<file path="src/rtl/counter_enable_gen.sv">
// Programmable enable-pulse generator feeding the T input of the 4-bit counter stage.
// Divides clk by div+1 and runs continuously or for a fixed burst under start/stop control.
module counter_enable_gen #(
    parameter int DIV_WIDTH   = 8,
    parameter int BURST_WIDTH = 4
) (
    input  logic                   clk,
    input  logic                   reset,
    input  logic                   start,
    input  logic                   stop,
    input  logic                   mode,
    input  logic [DIV_WIDTH-1:0]   div,
    input  logic [BURST_WIDTH-1:0] burst_len,
    output logic                   T,
    output logic                   busy,
    output logic                   done
);

    typedef enum logic {
        IDLE = 1'b0,
        RUN  = 1'b1
    } state_t;

    state_t                 state, state_n;
    logic [DIV_WIDTH-1:0]   p, p_n;
    logic [DIV_WIDTH-1:0]   div_q, div_q_n;
    logic [BURST_WIDTH-1:0] rem, rem_n;
    logic                   mode_q, mode_q_n;
    logic                   t_n;
    logic                   done_n;

    always_ff @(posedge clk) begin
        if (reset) begin
            state  <= IDLE;
            p      <= '0;
            rem    <= '0;
            div_q  <= '0;
            mode_q <= 1'b0;
            T      <= 1'b0;
            done   <= 1'b0;
        end else begin
            state  <= state_n;
            p      <= p_n;
            rem    <= rem_n;
            div_q  <= div_q_n;
            mode_q <= mode_q_n;
            T      <= t_n;
            done   <= done_n;
        end
    end

    // T and done are computed here but only reach the ports through registers.
    always_comb begin
        state_n  = state;
        p_n      = p;
        rem_n    = rem;
        div_q_n  = div_q;
        mode_q_n = mode_q;
        t_n      = 1'b0;
        done_n   = 1'b0;

        case (state)
            IDLE: begin
                if (start && !stop) begin
                    // An empty burst completes immediately without ever entering RUN.
                    if (mode && (burst_len == '0)) begin
                        done_n = 1'b1;
                    end else begin
                        state_n  = RUN;
                        p_n      = '0;
                        div_q_n  = div;
                        mode_q_n = mode;
                        rem_n    = burst_len;
                    end
                end
            end
            RUN: begin
                if (stop) begin
                    state_n = IDLE;
                    p_n     = '0;
                end else if (p == div_q) begin
                    p_n = '0;
                    t_n = 1'b1;
                    if (mode_q) begin
                        rem_n = rem - BURST_WIDTH'(1);
                        if (rem == BURST_WIDTH'(1)) begin
                            state_n = IDLE;
                            done_n  = 1'b1;
                        end
                    end
                end else begin
                    p_n = p + DIV_WIDTH'(1);
                end
            end
            default: state_n = IDLE;
        endcase
    end

    assign busy = (state == RUN);

endmodule

</file>
<file path="config.mk">
export PLATFORM = sky130hd
export DESIGN_NAME = counter_enable_gen
export DESIGN_NICKNAME = d
export VERILOG_FILES = /design/src/rtl/counter_enable_gen.sv
export SDC_FILE = /design/constraint.sdc
export NUM_CORES = 1
export LEC_CHECK = 0
export ABC_AREA = 1
export CORE_UTILIZATION = 52
export CTS_CLUSTER_SIZE = 24
export DETAILED_ROUTE_END_ITERATION = 16
export HOLD_SLACK_MARGIN = 0.02
export PLACE_DENSITY = 0.75
export SLEW_MARGIN = 20
export SYNTH_ARGS = -nofsm -noshare
export SYNTH_HDL_FRONTEND = slang
export SYNTH_SLANG_ARGS = --single-unit
</file>
<file path="constraint.sdc">
create_clock -name clk -period 1.7 [get_ports clk]
set_input_delay 0.17 -clock clk [delete_from_list [all_inputs] [get_ports clk]]
set_output_delay 0.17 -clock clk [all_outputs]
set_load 0.01 [all_outputs]
</file>
* Word-level counts from Yosys, hierarchy flattened
Cells that the tools add are included.
** Operators by class
- Add/subtract/negate cells :: 2
- Equality and inequality tests :: 7
- Multiplexer cells :: 26
- Bitwise gates (word level) :: 2
- Reduce and logical (&&, ||, !) cells :: 8
** Operators by type and width (count)
- $mux W8 :: 4
- $mux W4 :: 5
- $pmux W8 S2 :: 1
- $mux W1 :: 13
- $add A8 B1 Y8 const B :: 1
- $eq A8 B8 Y1 :: 1
- $pmux W4 S2 :: 1
- $ne A2 B2 Y1 const B :: 3
- $reduce_and A5 Y1 :: 1
- $eq A4 B1 Y1 const B :: 1
- $logic_not A4 Y1 :: 1
- $ne A2 B1 Y1 const B :: 2
- $pmux W1 S2 :: 2
- $sub A4 B1 Y4 const B :: 1
- $reduce_and A3 Y1 :: 1
- $reduce_or A3 Y1 :: 1
- $logic_and A1 B1 Y1 :: 2
- $not A1 Y1 :: 2
- $reduce_and A2 Y1 :: 1
- $logic_not A1 Y1 :: 1
** Word-level totals
- Flip-flop bits (word level) :: 24
- Input bits :: 17
- Output and inout port bits :: 3
- Word-level logic and storage cells :: 52

* Logic depth before layout (Yosys ltp)
- Depth after elaboration :: 6
- Mapped depth :: 11
- Mapped depth without buffers :: 11

* Least setup slack after synthesis
No wires, ideal clock.
- Path type :: flip-flop to flip-flop
- Start point :: register rem[0]
- End point :: register rem[2]
- Setup time :: 113 ps
- Arrival time :: 1131 ps
- Data required time :: 1587 ps
- Slack :: 456 ps
- Cell stages (with the launch flop) :: 8
- Path buffers :: 0
- Period minus slack after synthesis :: 1244 ps
- Path through :: dfxtp_1 > inv_1 > ha_1 > or2_2 > nand3_1 > o21ai_0 > nor2_1 > nor2_1
** Between the ends
- Cells in the longest elaborated chain, start to end :: 5
** Ends and longest elaborated chain
- start, declared :: RTL line 27 : logic [BURST_WIDTH-1:0] rem, rem_n;
- start signal, assigned :: RTL line 44 : rem <= rem_n;
- $sub A4 B1 Y4 :: RTL line 85 : rem_n = rem - BURST_WIDTH'(1);
- $mux W4 :: RTL line 84 : if (mode_q) begin
- $mux W4 :: RTL line 81 : end else if (p == div_q) begin
- $mux W4 :: RTL line 78 : if (stop) begin
- $pmux W4 S2 :: RTL line 62 : case (state)
No other way between the ends. The select of a mux whose other input is x is not followed.
A chain may end at the register's enable or synchronous reset.

* Worst setup path in the final report
- Start point :: register state, in the netlist busy
- End point :: output busy
** RTL lines
- start, declared :: RTL line 24 : state_t state, state_n;
- start signal, assigned :: RTL line 42 : state <= state_n;
- end, declared :: RTL line 15 : output logic busy,
No word-level cell between the ends.

==> report_table.html <==
<table>
<tr><th>Metric</th><th>Value</th></tr>
<tr><th colspan="2">Status</th></tr>
<tr><td>Run status</td><td>finished clean</td></tr>
<tr><th colspan="2">Finish</th></tr>
<tr><td>Total number of nets in the final design</td><td>230</td></tr>
<tr><td>FILL cells</td><td>188</td></tr>
<tr><td>Final non-filler cell area</td><td>0.00156 sq mm</td></tr>
<tr><td>Layout cells sized above 1</td><td>10.5%</td></tr>
<tr><td>Post-synthesis to final-layout area growth</td><td>21.4%</td></tr>
<tr><td>Number of antenna diodes</td><td>0</td></tr>
<tr><th colspan="2">Synthesis</th></tr>
<tr><td>Synthesized instance count</td><td>186</td></tr>
<tr><td>Synthesis-stage register bit count</td><td>24</td></tr>
<tr><td>Multiplexer share of the synthesized area</td><td>0%</td></tr>
<tr><td>Main combinational cell family by area after synthesis</td><td>simple AND/OR/NAND/NOR gates</td></tr>
<tr><td>YS warnings</td><td>0</td></tr>
<tr><td>Number of library cell types mapped by synthesis</td><td>24</td></tr>
<tr><td>Simple-gate share of the synthesized area</td><td>34.6%</td></tr>
<tr><td>Complex-gate fraction of the synthesized area</td><td>10.9%</td></tr>
<tr><td>Syn Area/Cell</td><td>6.92 sq um</td></tr>
<tr><td>Sequential element share of the synthesized area</td><td>37.3%</td></tr>
<tr><td>Arithmetic-cell share of the synthesized area counting full adders, half adders and majority gates</td><td>2.92%</td></tr>
<tr><td>Mapped Nets</td><td>206</td></tr>
<tr><td>Area share of xor/xnor cells in the synthesized design</td><td>4.76%</td></tr>
<tr><td>Cell Area, Synth</td><td>0.00129 sq mm</td></tr>
<tr><th colspan="2">Worst setup path</th></tr>
<tr><td>Kind of start point of the critical path</td><td>flip-flop</td></tr>
<tr><td>Setup slack of the most critical reg-to-reg path</td><td>0.34 ns</td></tr>
<tr><td>Crit end category</td><td>output pin</td></tr>
<tr><td>Cell type group with the largest total delay on the critical path</td><td>buffers and inverters</td></tr>
<tr><td>Data arrival time of the critical path</td><td>1.33 ns</td></tr>
<tr><td>Worst R2R End</td><td>p[5]</td></tr>
<tr><td>Worst reg2reg path startpoint</td><td>p[0]</td></tr>
<tr><td>Critical path class</td><td>reg2out</td></tr>
<tr><td>Highest-delay cell along the critical path</td><td>sky130_fd_sc_hd__clkdlybuf4s50_1</td></tr>
<tr><td>Worst path bufs/invs</td><td>1</td></tr>
<tr><td>Data required, critical path</td><td>1.53 ns</td></tr>
<tr><td>Critical Path, Cell by Cell</td><td>clkdlybuf4s50_1</td></tr>
<tr><td>Maximum single-stage delay on the critical path</td><td>0.56 ns</td></tr>
<tr><td>Critical Path Fanout Max</td><td>8</td></tr>
<tr><td>Logic depth of the worst register-to-register path</td><td>10</td></tr>
<tr><th colspan="2">Clocking</th></tr>
<tr><td>Setup Fix Bufs, Post-CTS</td><td>0</td></tr>
<tr><td>Clock input transition at the sequential cells of the worst setup and hold paths</td><td>0.14 ns</td></tr>
<tr><td>Buffer type at the clock tree root</td><td>sky130_fd_sc_hd__clkbuf_4</td></tr>
<tr><td># clock sinks</td><td>24</td></tr>
<tr><td>Worst-Skew Late Latency</td><td>0.31 ns</td></tr>
<tr><td>Max H-tree Level</td><td>1</td></tr>
<tr><td>TritonCTS Buffers</td><td>3</td></tr>
<tr><td>CTS Hold Buffers Added</td><td>0</td></tr>
<tr><td>Number of gates resized after CTS</td><td>0</td></tr>
<tr><td>Max Buffers Root-to-Sink</td><td>2</td></tr>
<tr><td>Clock tree from TritonCTS</td><td>yes</td></tr>
<tr><th colspan="2">Floorplanning</th></tr>
<tr><td>Number of I/O pins</td><td>20</td></tr>
<tr><td>Core area</td><td>0.00228 sq mm</td></tr>
<tr><td>Standard-cell rows</td><td>17</td></tr>
<tr><td>Die outline height</td><td>51.8 microns</td></tr>
<tr><td>Initial core utilization</td><td>56.6%</td></tr>
<tr><td>Die W</td><td>51.8 microns</td></tr>
<tr><td>Die Outline Area</td><td>0.00268 sq mm</td></tr>
<tr><th colspan="2">Detailed routing</th></tr>
<tr><td>Overall via count from detail_route</td><td>1189</td></tr>
<tr><td>WL per Instance</td><td>10.6 microns</td></tr>
<tr><td>Drt via density</td><td>5.02</td></tr>
<tr><td>Post-DRT Antenna Nets</td><td>0</td></tr>
<tr><td>Iteration count of the initial detailed-routing pass</td><td>4</td></tr>
<tr><td>Detailed router's first-iteration violation count</td><td>13</td></tr>
<tr><td>Remaining routing DRC violations</td><td>0</td></tr>
<tr><td>Total wire length after detailed routing</td><td>2.52 mm</td></tr>
<tr><th colspan="2">Hold path</th></tr>
<tr><td>Worst Hold Class</td><td>in2reg</td></tr>
<tr><td>Worst Hold Path EP</td><td>div_q[7]</td></tr>
<tr><td>Hold Path Cell Cnt</td><td>3</td></tr>
<tr><td>Hold path startpoint</td><td>div[7]</td></tr>
<tr><th colspan="2">Power</th></tr>
<tr><td>Peak supply drop</td><td>609 uV</td></tr>
<tr><td>Sequential fraction of design power</td><td>49.3%</td></tr>
<tr><td>Combinational group share of total power</td><td>17.9%</td></tr>
<tr><td>Leak</td><td>0.671 nW</td></tr>
<tr><td>Fraction of power spent switching nets</td><td>25.4%</td></tr>
<tr><td>Int Power</td><td>0.928 mW</td></tr>
<tr><td>Clock Power Share</td><td>32.8%</td></tr>
<tr><td>Switching power of the nets</td><td>0.316 mW</td></tr>
<tr><td>Power Dens Cells</td><td>796 mW/mm^2</td></tr>
<tr><th colspan="2">Timing</th></tr>
<tr><td>Final setup viols</td><td>0</td></tr>
<tr><td>Relative slew margins</td><td>74.1%</td></tr>
<tr><td>Slew of the pin with the lowest slew margin</td><td>0.384 ns</td></tr>
<tr><td>Final max-slew violation count</td><td>0</td></tr>
<tr><td>Max Clock Skew</td><td>0.0110 ns</td></tr>
<tr><td>Setup repair after global routing missed its margin</td><td>no</td></tr>
<tr><td>Tcrit/Tclk final</td><td>88.1%</td></tr>
<tr><td>Post-layout minimum cycle time</td><td>1.50 ns</td></tr>
<tr><td>Achievable clock frequency</td><td>0.668 GHz</td></tr>
<tr><td>Hold Violations, Final</td><td>0</td></tr>
<tr><td>Final total negative setup slack</td><td>0 ns</td></tr>
<tr><th colspan="2">Place</th></tr>
<tr><td>HPWL reported at the end of detailed placement</td><td>1.99 mm</td></tr>
<tr><td>Buffers added on ports</td><td>19</td></tr>
<tr><td>Placement Cell Area</td><td>0.00151 sq mm</td></tr>
<tr><td>RD Place Congestion</td><td>0.824</td></tr>
<tr><th colspan="2">Global routing</th></tr>
<tr><td>Via count of the first global-routing pass</td><td>1081</td></tr>
<tr><td>Maximum number of pins on one net before global-route repair</td><td>19</td></tr>
<tr><td>Total congestion overflow after global routing</td><td>0</td></tr>
<tr><td>Global router's overall resource usage</td><td>22.4%</td></tr>
<tr><td>Number of antenna violations at the first check in global routing</td><td>0</td></tr>
<tr><td>First-pass GRT wire length</td><td>4.44 mm</td></tr>
<tr><th colspan="2">Run</th></tr>
<tr><td>Maximum capacitance violations</td><td>0</td></tr>
</table>
-- cell families (layout without fill, tap and decap cells) --
kind of cell / Yosys count / count (layout)
AOI/OAI and AO/OA: 28 / 28
xor gates and xnor gates: 7 / 7
adders and majority gates: 3 / 3
buffers and inverters: 29 / 52
DFF: 24 / 24
and+or+nand+nor: 95 / 95
-- layout by cell type (no fill, tap or decap), types with 2 or more instances in the layout --
cell type,Yosys,routed
sky130_fd_sc_hd__nand2_1,50,50
sky130_fd_sc_hd__inv_1,25,25
sky130_fd_sc_hd__dfxtp_1,24,23
sky130_fd_sc_hd__clkdlybuf4s50_1,0,19
sky130_fd_sc_hd__nor2_1,15,15
sky130_fd_sc_hd__a21oi_1,15,15
sky130_fd_sc_hd__o21ai_0,12,12
sky130_fd_sc_hd__nand3_1,10,10
sky130_fd_sc_hd__nand2_2,6,6
sky130_fd_sc_hd__xor2_1,4,4
sky130_fd_sc_hd__nand2_4,3,3
sky130_fd_sc_hd__xnor2_1,3,3
sky130_fd_sc_hd__ha_1,3,3
sky130_fd_sc_hd__clkbuf_4,0,3
sky130_fd_sc_hd__nand4_1,2,2
sky130_fd_sc_hd__nor2_4,2,2
sky130_fd_sc_hd__nand3b_1,2,2
sky130_fd_sc_hd__nor4_1,2,2
sky130_fd_sc_hd__buf_4,1,2
-- power groups by stage --
stage | logic (mW) | registers [mW] | clock network [mW]
after detailed placement | 0.223 | 0.626 | 0
after global placement | 0.217 | 0.624 | 0
after global routing | 0.251 | 0.617 | 0.441
after floorplan | 0.150 | 0.620 | 0
final | 0.223 | 0.613 | 0.408
after CTS | 0.224 | 0.613 | 0.422
-- cells in the mapped netlist (all sizes together) --
library cell / n / area share, %
xor2: 4 / 2.7
a21oi: 15 / 5.8
or2: 1 / 0.49
nand3b: 2 / 1.2
nand2: 59 / 20
xnor2: 3 / 2.0
nand3: 10 / 3.9
nor2: 18 / 6.6
o21ai: 13 / 5.1
nor3: 1 / 0.39
buf: 2 / 1.5
nand4: 2 / 0.97
dfxtp: 24 / 37
inv: 27 / 8.1
ha: 3 / 2.9
nor4: 2 / 0.97
-- routing by layer --
layer / wire [microns] / global-route usage [%]
met5: 0 / 0
met4: 23 / 9.91
met3: 60 / 4.09
met2: 1230 / 41.1
met1: 1210 / 24.8
-- final cells by class --
type | count | area [sq um] | share of cell area (%)
well taps | 28 | 35.0 | 2.24
repair buffers | 21 | 205 | 13.1
flip-flops and latches | 24 | 482 | 30.8
clock buffers | 3 | 22.5 | 1.44
inverters | 27 | 104 | 6.65
clock inverters | 1 | 30.0 | 1.92
multi-input cells | 133 | 684 | 43.8
-- per-stage QoR --
| stage | hold WS (ns) | util (%) | power [mW] | cells | worst slack, ns |
|---|---|---|---|---|---|
| 2_1_floorplan | 0.239 | - | 0.771 | 186 | 0.456 |
| 3_3_place_gp | 0.460 | 66.3 | 0.842 | 233 | 0.162 |
| 3_5_place_dp | 0.469 | 66.3 | 0.848 | 233 | 0.105 |
| 4_1_cts | 0.390 | 68.6 | 1.26 | 237 | 0.0540 |
| 5_1_grt | 0.394 | 68.7 | 1.31 | 237 | 0.139 |
| 6_report | 0.398 | 68.7 | 1.24 | 237 | 0.202 |
-- flip-flops by register name (all words and copies together) (netlist names) --
register / flops
mode_q: 1
p: 8
busy: 1
done: 1
div_q: 8
rem: 4
T: 1
-- how the worst max path moves through the flow --
stage | start | end | slack [ns] | depth (start not counted)
3_5_place_dp | start | rem[3] | 0.10 | 10
6_report | busy | busy | 0.20 | 1
3_3_place_gp | burst_len[1] | rem[0] | 0.16 | 9
4_1_cts | busy | busy | 0.05 | 1
5_1_grt | busy | busy | 0.14 | 1
2_1_floorplan | rem[0] | rem[2] | 0.46 | 7
(Power assumes the default switching activity.)
